===== src/rtl/sal_bank_timing_cntr_if.sv =====
// Bus for sal_bank_timing_cntr: per-bank load, broadcast load, hold, and the
// zero flags. The loads and hold are single-cycle strobes with no back-pressure:
// the counter block has no ready, so a strobe is taken on every clk edge where it is high.
// The slave modport is for the counter block and the master modport is for the scheduler.
// Optional signal: is_zero_n_o exists only when SAL_TIMING_CNTR_EARLY_EN is defined.
interface sal_bank_timing_cntr_if #(
  parameter int CNTR_WIDTH = 5,
  parameter int NUM_BANKS  = 4
);
  localparam int BANK_W = (NUM_BANKS > 1) ? $clog2(NUM_BANKS) : 1;

  logic                  load_valid_i;
  logic [BANK_W-1:0]     load_bank_i;
  logic [CNTR_WIDTH-1:0] load_value_i;
  logic                  all_load_i;
  logic [CNTR_WIDTH-1:0] all_value_i;
  logic                  hold_i;
  logic [NUM_BANKS-1:0]  is_zero_o;
  logic                  all_zero_o;
`ifdef SAL_TIMING_CNTR_EARLY_EN
  logic [NUM_BANKS-1:0]  is_zero_n_o;

  modport master (
    output load_valid_i, load_bank_i, load_value_i,
    output all_load_i, all_value_i, hold_i,
    input  is_zero_o, all_zero_o, is_zero_n_o
  );

  modport slave (
    input  load_valid_i, load_bank_i, load_value_i,
    input  all_load_i, all_value_i, hold_i,
    output is_zero_o, all_zero_o, is_zero_n_o
  );
`else
  modport master (
    output load_valid_i, load_bank_i, load_value_i,
    output all_load_i, all_value_i, hold_i,
    input  is_zero_o, all_zero_o
  );

  modport slave (
    input  load_valid_i, load_bank_i, load_value_i,
    input  all_load_i, all_value_i, hold_i,
    output is_zero_o, all_zero_o
  );
`endif
endinterface


===== src/rtl/sal_bank_timing_cntr.sv =====
// sal_bank_timing_cntr: one saturating down-counter per DRAM bank. A bank may
// take its next constrained command only while its zero flag is high.
// Loads merge by maximum, so a short constraint never cuts a longer pending one.
// Optional feature macro: SAL_TIMING_CNTR_EARLY_EN adds the combinational
// next-cycle zero flags (is_zero_n_o), which form a critical path.
module sal_bank_timing_cntr #(
  parameter int CNTR_WIDTH = 5,
  parameter int NUM_BANKS  = 4
) (
  input  logic                    clk,
  input  logic                    rst_n,
  sal_bank_timing_cntr_if.slave   bus
);
  localparam int BANK_W = (NUM_BANKS > 1) ? $clog2(NUM_BANKS) : 1;

  logic [NUM_BANKS-1:0][CNTR_WIDTH-1:0] r_cntr;
  logic [NUM_BANKS-1:0][CNTR_WIDTH-1:0] w_dec;
  logic [NUM_BANKS-1:0][CNTR_WIDTH-1:0] w_cand_p;
  logic [NUM_BANKS-1:0][CNTR_WIDTH-1:0] w_cand_a;
  logic [NUM_BANKS-1:0][CNTR_WIDTH-1:0] w_max_pa;
  logic [NUM_BANKS-1:0][CNTR_WIDTH-1:0] w_cntr_n;
  logic [NUM_BANKS-1:0]                 w_zero_n;
  logic [NUM_BANKS-1:0]                 r_is_zero;
  logic                                 r_all_zero;

  // Next count per bank: saturating decrement (frozen by hold), then max-merge
  // with the per-bank and broadcast candidates. A bank index past NUM_BANKS
  // matches no bank, so it is dropped.
  always_comb begin
    w_dec    = '0;
    w_cand_p = '0;
    w_cand_a = '0;
    w_max_pa = '0;
    w_cntr_n = '0;
    w_zero_n = '0;
    for (int b = 0; b < NUM_BANKS; b++) begin
      w_dec[b]    = ((r_cntr[b] != '0) && !bus.hold_i) ?
                    (r_cntr[b] - CNTR_WIDTH'(1)) : r_cntr[b];
      w_cand_p[b] = (bus.load_valid_i && (bus.load_bank_i == BANK_W'(b))) ?
                    bus.load_value_i : '0;
      w_cand_a[b] = bus.all_load_i ? bus.all_value_i : '0;
      w_max_pa[b] = (w_cand_p[b] > w_cand_a[b]) ? w_cand_p[b] : w_cand_a[b];
      w_cntr_n[b] = (w_max_pa[b] > w_dec[b]) ? w_max_pa[b] : w_dec[b];
      w_zero_n[b] = (w_cntr_n[b] == '0);
    end
  end

  // Counter state and registered zero flags. The flags are registered from
  // the next count, so they line up with the counters with no input-to-output path.
  always_ff @(posedge clk) begin
    if (!rst_n) begin
      r_cntr     <= '0;
      r_is_zero  <= '1;
      r_all_zero <= 1'b1;
    end else begin
      r_cntr     <= w_cntr_n;
      r_is_zero  <= w_zero_n;
      r_all_zero <= &w_zero_n;
    end
  end

  assign bus.is_zero_o  = r_is_zero;
  assign bus.all_zero_o = r_all_zero;

`ifdef SAL_TIMING_CNTR_EARLY_EN
  // Early flags: the zero state the registers will take at the next edge.
  // They are forced to all-ones while reset is asserted.
  assign bus.is_zero_n_o = rst_n ? w_zero_n : '1;
`endif

endmodule


===== src/flat_wrapper.sv =====
// flat-port wrapper written by rule: the top's interface ports become plain ports
module sal_bank_timing_cntr_flat 
#(
  parameter int CNTR_WIDTH = 5,
  parameter int NUM_BANKS  = 4
)
  (clk, rst_n, bus_load_valid_i, bus_load_bank_i, bus_load_value_i, bus_all_load_i, bus_all_value_i, bus_hold_i, bus_is_zero_o, bus_all_zero_o);
  sal_bank_timing_cntr_if #(.CNTR_WIDTH(CNTR_WIDTH), .NUM_BANKS(NUM_BANKS)) bus_i ();
  input  logic clk;
  input  logic rst_n;
  input wire logic [$bits(bus_i.load_valid_i)-1:0] bus_load_valid_i;
  input wire logic [$bits(bus_i.load_bank_i)-1:0] bus_load_bank_i;
  input wire logic [$bits(bus_i.load_value_i)-1:0] bus_load_value_i;
  input wire logic [$bits(bus_i.all_load_i)-1:0] bus_all_load_i;
  input wire logic [$bits(bus_i.all_value_i)-1:0] bus_all_value_i;
  input wire logic [$bits(bus_i.hold_i)-1:0] bus_hold_i;
  output wire logic [$bits(bus_i.is_zero_o)-1:0] bus_is_zero_o;
  output wire logic [$bits(bus_i.all_zero_o)-1:0] bus_all_zero_o;
  assign bus_i.load_valid_i = bus_load_valid_i;
  assign bus_i.load_bank_i = bus_load_bank_i;
  assign bus_i.load_value_i = bus_load_value_i;
  assign bus_i.all_load_i = bus_all_load_i;
  assign bus_i.all_value_i = bus_all_value_i;
  assign bus_i.hold_i = bus_hold_i;
  assign bus_is_zero_o = bus_i.is_zero_o;
  assign bus_all_zero_o = bus_i.all_zero_o;
  sal_bank_timing_cntr #(.CNTR_WIDTH(CNTR_WIDTH), .NUM_BANKS(NUM_BANKS)) u_core (.clk(clk), .rst_n(rst_n), .bus(bus_i));
endmodule

===== config.mk =====
export PLATFORM = sky130hd
export DESIGN_NAME = sal_bank_timing_cntr_flat
export DESIGN_NICKNAME = d
export VERILOG_FILES = /design/src/rtl/sal_bank_timing_cntr_if.sv /design/src/rtl/sal_bank_timing_cntr.sv /design/src/flat_wrapper.sv
export SDC_FILE = /design/constraint.sdc
export NUM_CORES = 1
export LEC_CHECK = 0
export BUFFER_PORTS_ARGS = -buffer_cell sky130_fd_sc_hd__clkbuf_2
export CAP_MARGIN = 20
export CORE_MARGIN = 4
export CORE_UTILIZATION = 29
export CTS_CLUSTER_DIAMETER = 30
export DETAILED_ROUTE_END_ITERATION = 6
export PLACE_DENSITY = 0.53
export SLEW_MARGIN = 20
export SYNTH_ARGS = -nofsm -noshare
export SYNTH_HDL_FRONTEND = slang
export SYNTH_SLANG_ARGS = --single-unit

===== constraint.sdc =====
create_clock -name clk -period 4.7 [get_ports clk]
set_clock_uncertainty 0.05 [all_clocks]
set_input_delay 0.235 -clock clk [delete_from_list [all_inputs] [get_ports clk]]
set_output_delay 0.235 -clock clk [all_outputs]
set_load 0.005 [all_outputs]

Yosys cells after proc, flatten, opt, wreduce, memory -nomap -nowiden
Cells that the tools add are included.
- register bits after elaboration: 25
- input port bits: 17
- output and inout port bits: 5
- word-level logic and storage cells: 57
- add/subtract/negate cells: 4
- $lt $le $gt $ge: 8
- eq/ne operators: 3
- multiplexer cells: 17
- reduce and logical (&&, ||, !) cells: 19
- operator list (kind ; count):
    5-bit two-way mux ; 17
    5-bit greater-than comparator ; 8
    5-bit zero test ; 4
    5-bit nonzero test ; 4
    5-bit by 1-bit subtractor with 5-bit output, second input constant ; 4
    1-bit logical AND ; 8
    2-bit equality test, second input constant ; 2
    4-bit AND reduction ; 1
    2-bit by 1-bit equality test with 1-bit output, second input constant ; 1
    2-bit zero test ; 1
    1-bit zero test ; 1

Depth between registers and ports, before layout
Gate-level depths: netlist of the first run.
- depth after elaboration: 9
- gate-level depth with buffers: 20
- depth with buffers taken out: 19

Worst setup path before layout of the first run
No wires, ideal clock.
- path kind: input -> register
- start: in bus_load_bank_i[0]
- end: reg u_core.r_all_zero (netlist: u_core.bus.all_zero_o)
- setup time: 96 ps
- arrival time: 4199 ps
- data required time: 4554 ps
- slack: 355 ps
- stages: 18
- buffers on the path: 2
- path through: buf_2 clkbuf_1 nand2_1 nor2_1 ha_1 maj3_1 maj3_1 a221oi_2 a21o_1 mux2_2 ha_1 nor2b_1 o21ai_0 a32oi_1 mux2i_1 nor3b_1 nand4_1 o41ai_2
- cells in the longest elaborated chain, start to end: 9
- elaborated cells between the ends (all ways): 33
- classes of those cells: order compare: 8; eq/ne: 3; mux: 12; reduce/logical: 10
- ends and longest elaborated chain (item ; RTL line ; RTL):
    from (decl) ; flat_wrapper.sv:12 ; input wire logic [$bits(bus_i.load_bank_i)-1:0] bus_load_bank_i;
    2-bit by 1-bit equality test with 1-bit output (tied with other cells) ; sal_bank_timing_cntr.sv:39 ; w_cand_p[b] = (bus.load_valid_i && (bus.load_bank_i == BANK_W'(b))) ?
    1-bit logical AND ; sal_bank_timing_cntr.sv:39 ;
    5-bit two-way mux ; sal_bank_timing_cntr.sv:39 ;
    5-bit greater-than comparator ; sal_bank_timing_cntr.sv:42 ; w_max_pa[b] = (w_cand_p[b] > w_cand_a[b]) ? w_cand_p[b] : w_cand_a[b];
    5-bit two-way mux ; sal_bank_timing_cntr.sv:42 ;
    5-bit greater-than comparator ; sal_bank_timing_cntr.sv:43 ; w_cntr_n[b] = (w_max_pa[b] > w_dec[b]) ? w_max_pa[b] : w_dec[b];
    5-bit two-way mux ; sal_bank_timing_cntr.sv:43 ;
    5-bit zero test ; sal_bank_timing_cntr.sv:44 ; w_zero_n[b] = (w_cntr_n[b] == '0);
    4-bit AND reduction (*) ; sal_bank_timing_cntr.sv:58 ; r_all_zero <= &w_zero_n;
    to (signal assigned) ; sal_bank_timing_cntr.sv:58 ;
    to (decl) ; sal_bank_timing_cntr.sv:24 ; logic r_all_zero;
Every way passes the cells marked *; elsewhere a longest branch is shown, timed or not.
A chain may end at the register's enable or synchronous reset.

Worst setup path after layout of the first run
- start: in bus_load_bank_i[1]
- end: reg u_core.r_all_zero (netlist: u_core.bus.all_zero_o)
The elaborated chain is that of the path after synthesis.

==> metrics.md, run 1 <==
| Metric | Value |
|---|---|
| Status | `finished, final reports clean` |
| Sequential area share after synthesis | `18.2%` |
| Vias | `2,438` |
| M1 WL | `3.09 mm` |
| Die Width | `105 µm` |
| Placed cell count | `488` |
| Layout area overhead | `12.6%` |
| Final worst slack | `0.321 ns` |
| Worst Path Max Fanout | `21` |
| Hold wc startpoint | `rst_n` |
| Reg clk slew, reported paths | `0.09 ns` |
| Post-synth top flop | `dfxtp_1` |
| DRC viols | `0` |
| Cts bufs inserted | `3` |
| Remaining Overflow, GRT | `0` |
| Yosys cell types | `between 50 and 60` |
| WL met3 | `145 µm` |
| Post-synth ARST share | `0%` |
| Share of layout cells above drive strength 1 | `17.3%` |
| Total core area | `between 9000 and 10,000 µm²` |
| Avg Vias per Cell | `4.94` |
| Clk sink count | `25` |
| Synthesis-stage register bit count | `25` |
| CTS tree | `yes` |
| Final Critical Period | `4.38 ns` |
| Leak | `1.41 nW` |
| CP startpoint | `bus_load_bank_i[1]` |
| Vias in the first global route | `2,512` |
| WL/cell | `about 13 µm` |
| RSZ-0062 raised after global routing | `false` |
| DRT iter0 DRCs | `103` |
| Diodes inserted | `0` |
| Mapped Area | `between 2000 and 3000 µm²` |
| Maximum VDD drop | `260 µV` |
| Syn Nets | `394` |
| Placer Congestion | `0.880` |
| Largest net degree at the start of global routing | `22` |
| Initial core utilization | `29.7%` |
| GR Util All Layers | `between 10 and 15%` |
| Top cells by count, synth | `37 x ha_1, 37 x nand2_1, 29 x nor2_1, 26 x inv_1, 25 x dfxtp_1` |
| Final Hold Violating Endpoints | `0` |
| Cell area power density | `530 nW/µm²` |
| CTS H-tree depth | `1` |
| F_max | `228 MHz` |
| Max cap viols | `0` |
| CP required | `4.84 ns` |
| Synth Instances | `340` |
| Final wirelength | `between 6 and 7 mm` |
| Die area | `between 10,000 and 15,000 µm²` |
| Worst Hold Class | `input pin to register` |
| Final setup vio count | `0` |
| I/O Pins | `22` |
| CTS max path bufs | `2` |
| Port Buffers | `21` |
| Final Non-Filler Cells | `494` |
| Root Buffer | `clkbuf_8` |
| Area contributors post-synth | `dfxtp_1 18%, ha_1 17%, nand2_1 5.1%, mux2_2 4.1%, nor2_1 4.0%` |
| HPWL after DPL | `~5.5 mm` |
| WL met2 | `3.32 mm` |
| DRT antenna net count | `0` |
| Critical path type | `input pin to register` |
| Synthesized area per cell | `8.08 µm²` |
| Post-synth EDFFs | `0` |
| Worst-margin pin slew | `0.494 ns` |
| Drt pass-1 iters | `4` |
| Fin nets | `420` |
| Setup TNS | `0 ns` |
| CP Launch Type | `input pin` |
| Area leader, netlist | `dfxtp_1` |
| Yosys warnings | `0` |
| Rel. slew slack | `67.0%` |
| First-pass GRT wire length | `11.3 mm` |
| CP arrival | `4.52 ns` |
| Reg2reg start | `u_core.r_cntr[10]$_SDFF_PN0_` |
| Period utilisation layout | `93.2%` |
| Die height | `105 µm` |
| Row count | `35` |
| Worst-Skew Late Latency | `0.27 ns` |
| CP Capture Type | `register` |
| Pre-CTS WS | `-0.00290 ns` |
| Initial antenna violation count | `0` |
| Post-synth top area share | `18.2%` |
| Max-slew violation count | `0` |
| Max Used Layer | `met4` |
timing repair:
item / 4_1_cts / 5_1_grt
resized for setup: 0 / 3
setup endpoints to repair: 0 / 1
hold buffers: 0 / 0
buffers inserted: 0 / 2
metrics by stage:
| step | hold slack [ns] | cell area [µm²] | power [W] | util (%) |
|---|---|---|---|---|
| floorplan | 0.307 | 2750 | 0.00124 | - |
| global placement | 0.492 | 3030 | 0.00148 | 32.8 |
| detailed placement | 0.484 | 3030 | 0.00150 | 32.8 |
| CTS | 0.197 | 3080 | 0.00164 | 33.3 |
| global route | 0.217 | 3090 | 0.00184 | 33.5 |
| finish | 0.207 | 3090 | 0.00164 | 33.5 |
layout make-up:
type                            instances  area, µm²
Multi-Input combinational cell        278       2100
Clock inverter                          1       7.51
Fill cell                             972       6150
Clock buffer                            3       41.3
Inverter                               27        106
Timing Repair Buffer                   31        180
Sequential cell                        25        500
Tap cell                              129        161
critical path, cell delays in order:
cell and delay, ns:
clkbuf_2 0.28, nor3b_1 0.36, ha_1 0.20, nand2_1 0.11
o41ai_4 0.44, buf_4 0.18, nor3_1 0.05, a21o_1 0.18
ha_1 0.30, and3_1 0.21, nand3_1 0.11, a21boi_1 0.29
o211ai_1 0.19, o311ai_4 0.12, o21ai_1 0.09, or4_1 0.57
or3_1 0.40, o41ai_2 0.19
power breakdown:
part	internal [W]	switching [W]
registers	0.000293	0.0000440
logic	0.000516	0.000655
clock network	0.0000602	0.0000726
layout by cell type, fill, tap and decap left out, types with 5 or more instances in the layout:
master	count
mux2_2	10
a21o_1	9
o21ai_0	13
xnor2_1	12
and2_1	8
nand4b_1	5
dfxtp_1	25
nor2_1	29
nand2b_1	6
buf_4	10
a21oi_1	12
ha_1	37
mux2i_1	10
nor3_1	12
nand2_1	36
clkbuf_2	21
inv_1	26
nor3b_1	5
xor2_1	6
sequential cells by signal (all words and copies together), names as in the netlist:
name / flops
u_core.bus.all_zero_o: 1
u_core.r_cntr: 20
u_core.bus.is_zero_o: 4
final timing paths:
check                                           to  slack, ns  cells after the start
hold reg to reg        u_core.r_cntr[9]$_SDFF_PN0_       0.63                      3
hold / removal    u_core.bus.all_zero_o$_SDFF_PN1_       0.21                      2
setup / recovery  u_core.bus.all_zero_o$_SDFF_PN1_       0.32                     18
setup reg to reg  u_core.bus.all_zero_o$_SDFF_PN1_       0.66                     16
routing by layer:
metal | up-vias | GRT usage [%]
met5 | - | 0
met4 | 0 | 1.78
met3 | 10 | 2.02
met2 | 29 | 22.6
met1 | 1140 | 14.7
li1 | 1259 | -
cells by family after synthesis:
group,Yosys count,share of synthesized area (%)
adders and majority gates,42,18.7
muxes,23,8.97
buffers and inverters,37,5.64
and+or+nand+nor,136,26.2
AOI/OAI and AO/OA,58,16.0
DFF,25,18.2
xor gates and xnor gates,19,6.33
Note: power is estimated with default switching activity, not from simulation.
==> run 2: changes to the inputs <==
--- a/config.mk
+++ b/config.mk
@@ -6,12 +6,13 @@
 export NUM_CORES = 1
 export LEC_CHECK = 0
 export BUFFER_PORTS_ARGS = -buffer_cell sky130_fd_sc_hd__clkbuf_2
-export CAP_MARGIN = 20
+export CAP_MARGIN = 5
 export CORE_MARGIN = 4
 export CORE_UTILIZATION = 29
 export CTS_CLUSTER_DIAMETER = 30
 export DETAILED_ROUTE_END_ITERATION = 6
 export PLACE_DENSITY = 0.53
+export RECOVER_POWER = 25
 export SLEW_MARGIN = 20
 export SYNTH_ARGS = -nofsm -noshare
 export SYNTH_HDL_FRONTEND = slang
==> metrics.md, run 2 (same netlist as run 1, synthesis figures left out) <==
| Metric | Value |
|---|---|
| Status | `finished, final reports clean` |
| WHS | `0.207 ns` |
| CTS H-tree depth | `1` |
| CP startpoint | `bus_load_bank_i[1]` |
| CTS max path bufs | `2` |
| Worst-Skew Late Latency | `0.27 ns` |
| Cell Area, Placed | `3030 µm²` |
| Layout area overhead | `12.5%` |
| Maximum VDD drop | `roughly 260 µV` |
| Share of layout cells above drive strength 1 | `between 10% and 20%` |
| Switch Pwr | `0.000772 W` |
| First-pass GRT wire length | `roughly 11 mm` |
| Critical path type | `input pin to register` |
| Die area | `11,100 µm²` |
| Die Width | `105 µm` |
| Met1 usage | `14.7%` |
| CTS tree | `yes` |
| Final wirelength | `6.62 mm` |
| Leak | `1.40 nW` |
| Most frequent cells in the layout | `37 x ha_1, 36 x nand2_1, 29 x nor2_1, 26 x inv_1, 25 x dfxtp_1` |
| GRT met3 Usage | `under 10%` |
| GR Util met2 | `22.6%` |
| End of the worst register-to-register path | `u_core.bus.all_zero_o$_SDFF_PN1_` |
| Hold Buf Count CTS | `0` |
| Final Hold Violating Endpoints | `0` |
| Max-slew violation count | `0` |
| Final setup vio count | `0` |
| Biggest register | `u_core.r_cntr` |
| Drt pass-1 iters | `4` |
| Internal | `0.000868 W` |
| Cts bufs inserted | `3` |
| Max cap viols | `0` |
| Placer Congestion | `0.880` |
| DRT iter0 DRCs | `103` |
| Initial antenna violation count | `0` |
| Worst-margin pin slew | `slightly below 0.5 ns` |
| CP required | `~4.8 ns` |
| Leading cell type in the layout, fill and taps excluded | `ha_1` |
| Initial core utilization | `29.7%` |
| I/O Pins | `22` |
| Worst Hold Class | `input pin to register` |
| Cell area power density | `530 nW/µm²` |
| GRT Max-Usage Layer | `met2` |
| Vias in the first global route | `2,512` |
| Power share of the clock group | `8.1%` |
| Reg2reg start | `u_core.r_cntr[10]$_SDFF_PN0_` |
| WL/cell | `13.4 µm` |
| R2r setup slk | `0.66 ns` |
| Root Buffer | `clkbuf_8` |
| R2r worst-path depth | `16` |
| Max reg flops | `20` |
| DRC viols | `0` |
| CP Launch Type | `input pin` |
| WHS Path Cells | `2` |
| Final-layout fill cell count | `970` |
| F_max | `between 200 and 250 MHz` |
| Sw Share | `a little under half` |
| CP Capture Type | `register` |
| DRT antenna net count | `0` |
| CP endpoint | `u_core.bus.all_zero_o$_SDFF_PN1_` |
| Row count | `35` |
| CP arrival | `4.52 ns` |
| Comb power frac | `between 70 and 80%` |
| Clk sink count | `25` |
| Final Critical Period | `between 4 and 5 ns` |
| Diodes inserted | `0` |
| Period utilisation layout | `93.3%` |
| Fin nets | `420` |
| Port Buffers | `21` |
| GR Util All Layers | `12.1%` |
| Vias | `about 2,400` |
| Largest net degree at the start of global routing | `22` |
| Remaining Overflow, GRT | `0` |
| Total core area | `between 9000 and 10,000 µm²` |
| Flop pwr share | `20.6%` |
| RSZ-0062 raised after global routing | `false` |
| Avg Vias per Cell | `between 4 and 5` |
| Hold wc startpoint | `rst_n` |
| Worst Path Max Fanout | `21` |
| Final Cell Area | `3090 µm²` |
| Die height | `105 µm` |
| Rel. slew slack | `67.0%` |
| Reg clk slew, reported paths | `0.09 ns` |
| HPWL after DPL | `between 5 and 6 mm` |
[run 2: cell counts in the layout (fill, tap and decap cells not counted)]
Identical to the previous run, type by type.
[run 2: how the worst min path moves through the flow]
stage,to
finish,u_core.bus.all_zero_o$_SDFF_PN1_
global route,u_core.bus.all_zero_o$_SDFF_PN1_
CTS,u_core.bus.all_zero_o$_SDFF_PN1_
detailed placement,u_core.bus.all_zero_o$_SDFF_PN1_
global placement,u_core.bus.all_zero_o$_SDFF_PN1_
floorplan,u_core.r_cntr[10]$_SDFF_PN0_
[run 2: cell type report]
type	instances	area [µm²]	area share, %
flip-flops and latches	25	500	16.2
repair buffers	31	179	5.78
well taps	129	161	5.22
clock buffers	3	41.3	1.33
multi-input cells	278	2100	67.8
clock inverters	1	7.51	0.243
inverters	27	106	3.44
[run 2: worst max-delay path, stage by stage]
cell      delay (ns)
clkbuf_2        0.28
nor3b_1         0.36
ha_1            0.20
nand2_1         0.11
o41ai_4         0.44
buf_4           0.18
nor3_1          0.05
a21o_1          0.18
ha_1            0.30
and3_1          0.21
nand3_1         0.11
a21boi_1        0.29
o211ai_1        0.19
o311ai_4        0.12
o21ai_1         0.09
or4_1           0.57
or3_1           0.40
o41ai_2         0.19
[run 2: power by group through the flow]
| stage | Combinational (W) | Sequential [W] | Clock (W) |
|---|---|---|---|
| final | 0.00117 | 0.000337 | 0.000133 |
| after CTS | 0.00117 | 0.000339 | 0.000138 |
| after global placement | 0.00114 | 0.000344 | 0 |
| after floorplan | 0.000905 | 0.000336 | 0 |
| after detailed placement | 0.00115 | 0.000343 | 0 |
| after global routing | 0.00134 | 0.000347 | 0.000150 |
[run 2: metrics by stage]
stage,TNS (ns),std cells,power (W),worst slack (ns),utilization (%)
2_1_floorplan,0,340,0.00124,0.355,-
3_3_place_gp,0,488,0.00148,0.110,32.8
3_5_place_dp,-0.00290,488,0.00150,-0.00290,32.8
4_1_cts,0,492,0.00164,0.244,33.3
5_1_grt,0,494,0.00184,0.00731,33.5
6_report,0,494,0.00164,0.317,33.5
[run 2: what timing repair did]
item	4_1_cts	5_1_grt
buffers inserted	0	2
resized for setup	0	3
setup endpoints to repair	0	1
[run 2: layer usage]
metal	vias to the layer above	wire length, µm	part of all wire [%]
met1	1139	3110	47
li1	1259	-	-
met5	-	0	0
met4	0	70	1.1
met2	27	3310	50
met3	10	139	2.1
==> run 3: changes to the inputs <==
--- a/config.mk
+++ b/config.mk
@@ -11,6 +11,7 @@
 export CORE_UTILIZATION = 29
 export CTS_CLUSTER_DIAMETER = 30
 export DETAILED_ROUTE_END_ITERATION = 6
+export GPL_TIMING_DRIVEN = 0
 export PLACE_DENSITY = 0.53
 export RECOVER_POWER = 25
 export SLEW_MARGIN = 20
==> metrics.md, run 3 (same netlist as run 1, synthesis figures left out) <==
| Metric | Value |
|---|---|
| Status | `finished, final reports clean` |
| Critical path's slowest cell | `a221oi_4` |
| Rel. slew slack | `52.8%` |
| Leak | `1.41 nW` |
| CP arrival | `between 4 and 5 ns` |
| Placed cell count | `489` |
| Pre-CTS WS | `-0.482 ns` |
| Cell Area, Placed | `3010 µm²` |
| WHS | `roughly 0.14 ns` |
| Flop pwr share | `20.1%` |
| Comb power frac | `72.2%` |
| Crit path largest cell delay | `between 0.4 and 0.5 ns` |
| Final setup vio count | `0` |
| Row count | `35` |
| Root Buffer | `clkbuf_8` |
| Cell area power density | `532 nW/µm²` |
| Clk sink count | `25` |
| I/O Pins | `22` |
| Drt pass-1 iters | `4` |
| Avg Vias per Cell | `4.87` |
| Most frequent cells in the layout | `37 x ha_1, 36 x nand2_1, 29 x nor2_1, 26 x inv_1, 25 x dfxtp_1` |
| CP required | `slightly below 5 ns` |
| Switch Pwr | `between 0.0007 and 0.0008 W` |
| Critical path type | `input pin to register` |
| Worst-Skew Late Latency | `0.27 ns` |
| Initial core utilization | `29.7%` |
| Leading cell type in the layout, fill and taps excluded | `ha_1` |
| Final worst slack | `0.262 ns` |
| Initial antenna violation count | `0` |
| CP Launch Type | `input pin` |
| CP Capture Type | `register` |
| Share of layout cells above drive strength 1 | `18.0%` |
| Maximum VDD drop | `roughly 230 µV` |
| Internal | `around 0.0009 W` |
| F_max | `225 MHz` |
| Final-layout fill cell count | `just under 1,000` |
| Final Util | `34.1%` |
| Biggest register | `u_core.r_cntr` |
| CP delay by family, top | `compound AO/OA/AOI/OAI gates` |
| CP Depth | `19` |
| Final wirelength | `about 6.4 mm` |
| Final Non-Filler Cells | `496` |
| Port Buffers | `20` |
| Die area | `about 11,000 µm²` |
| Worst Hold Class | `input pin to register` |
| Largest net degree at the start of global routing | `17` |
| Placer Congestion | `0.782` |
| Fin nets | `422` |
| Reg clk slew, reported paths | `approximately 0.09 ns` |
| R2r worst-path depth | `16` |
| Final Cell Area | `~3200 µm²` |
| Die Width | `about 110 µm` |
| Max reg flops | `20` |
| First-pass GRT wire length | `11.0 mm` |
| Critical path cell sequence | `clkbuf_2 > buf_2 > clkbuf_4 > nand2_1 > nor2_1 > ha_1 > maj3_1 > maj3_1 > a221oi_4 > a21o_1 > mux2_2 > ha_1 > nor2b_1 > o21ai_0 > a32oi_2 > mux2i_1 > nor3b_1 > nand4_1 > o41ai_2` |
| Power share of the clock group | `7.8%` |
| WL/cell | `13.0 µm` |
| Cts bufs inserted | `3` |
| Max-slew violation count | `0` |
| Layout area overhead | `14.6%` |
| Sw Share | `46.2%` |
| Period utilisation layout | `94.4%` |
| HPWL after DPL | `5.46 mm` |
| Reg2reg start | `u_core.r_cntr[10]$_SDFF_PN0_` |
| Final Critical Period | `4.44 ns` |
| CP endpoint | `u_core.bus.all_zero_o$_SDFF_PN1_` |
| Worst-margin pin slew | `0.698 ns` |
| Final Hold Violating Endpoints | `0` |
| Die height | `105 µm` |
| CTS max path bufs | `2` |
| GR Util All Layers | `a little under an eighth` |
| R2r setup slk | `about 0.7 ns` |
| Worst Path Max Fanout | `10` |
| Total core area | `9240 µm²` |
| DRT iter0 DRCs | `51` |
| Max cap viols | `0` |
| End of the worst register-to-register path | `u_core.bus.all_zero_o$_SDFF_PN1_` |
| CTS H-tree depth | `1` |
| CP startpoint | `bus_load_bank_i[0]` |
| Vias | `~2,400` |
| Buffer and inverter count on the worst path | `3` |
| CTS tree | `yes` |
| Remaining Overflow, GRT | `0` |
| Vias in the first global route | `2,325` |
| Diodes inserted | `0` |
| DRC viols | `0` |
| DRT antenna net count | `0` |
==> run 3: how the worst min path moves through the flow <==
stage                from                           end  slack (ns)  depth (start not counted)
finish              rst_n  u_core.r_cntr[10]$_SDFF_PN0_        0.14                          2
global route        rst_n  u_core.r_cntr[10]$_SDFF_PN0_        0.14                          2
CTS                 rst_n  u_core.r_cntr[10]$_SDFF_PN0_        0.14                          2
detailed placement  rst_n  u_core.r_cntr[10]$_SDFF_PN0_        0.43                          2
global placement    rst_n  u_core.r_cntr[10]$_SDFF_PN0_        0.44                          2
floorplan           rst_n  u_core.r_cntr[10]$_SDFF_PN0_        0.31                          1
==> run 3: power groups by stage <==
stage	Clock [W]	Combinational (W)	Sequential, W
after global routing	0.000144	0.00139	0.000348
final	0.000130	0.00121	0.000337
after detailed placement	0	0.00114	0.000343
after CTS	0.000135	0.00116	0.000338
after floorplan	0	0.000905	0.000336
after global placement	0	0.00112	0.000343
==> run 3: metrics by stage <==
stage	setup TNS [ns]	total power [W]
5_1_grt	-0.00852	0.00188
6_report	0	0.00168
3_5_place_dp	-0.482	0.00148
2_1_floorplan	0	0.00124
4_1_cts	0	0.00163
3_3_place_gp	-0.456	0.00147
==> run 3: area by class of cell <==
cell class | instances | area, µm² | share of cell area, %
multi-input cells | 278 | 2160 | 68.5
flip-flops and latches | 25 | 500 | 15.9
well taps | 129 | 161 | 5.12
repair buffers | 24 | 126 | 4.01
inverters | 27 | 106 | 3.38
plain buffers | 9 | 50.0 | 1.59
clock buffers | 3 | 41.3 | 1.31
clock inverters | 1 | 7.51 | 0.238
==> run 3: routing by layer <==
layer | global-route usage, % | vias to the layer above | share of wire, %
met3 | 1.90 | 2 | 3.1
met5 | 0 | - | 0
met4 | 0.843 | 0 | 0.16
met2 | 21.3 | 29 | 52
met1 | 15.3 | 1120 | 45
li1 | - | 1263 | -
==> run 3: repair_timing <==
action | in CTS | in global routing
pin swaps | 0 | 2
setup endpoints to repair | 1 | 2
hold buffers | 0 | 0
resized for setup | 2 | 17
buffers inserted | 0 | 4
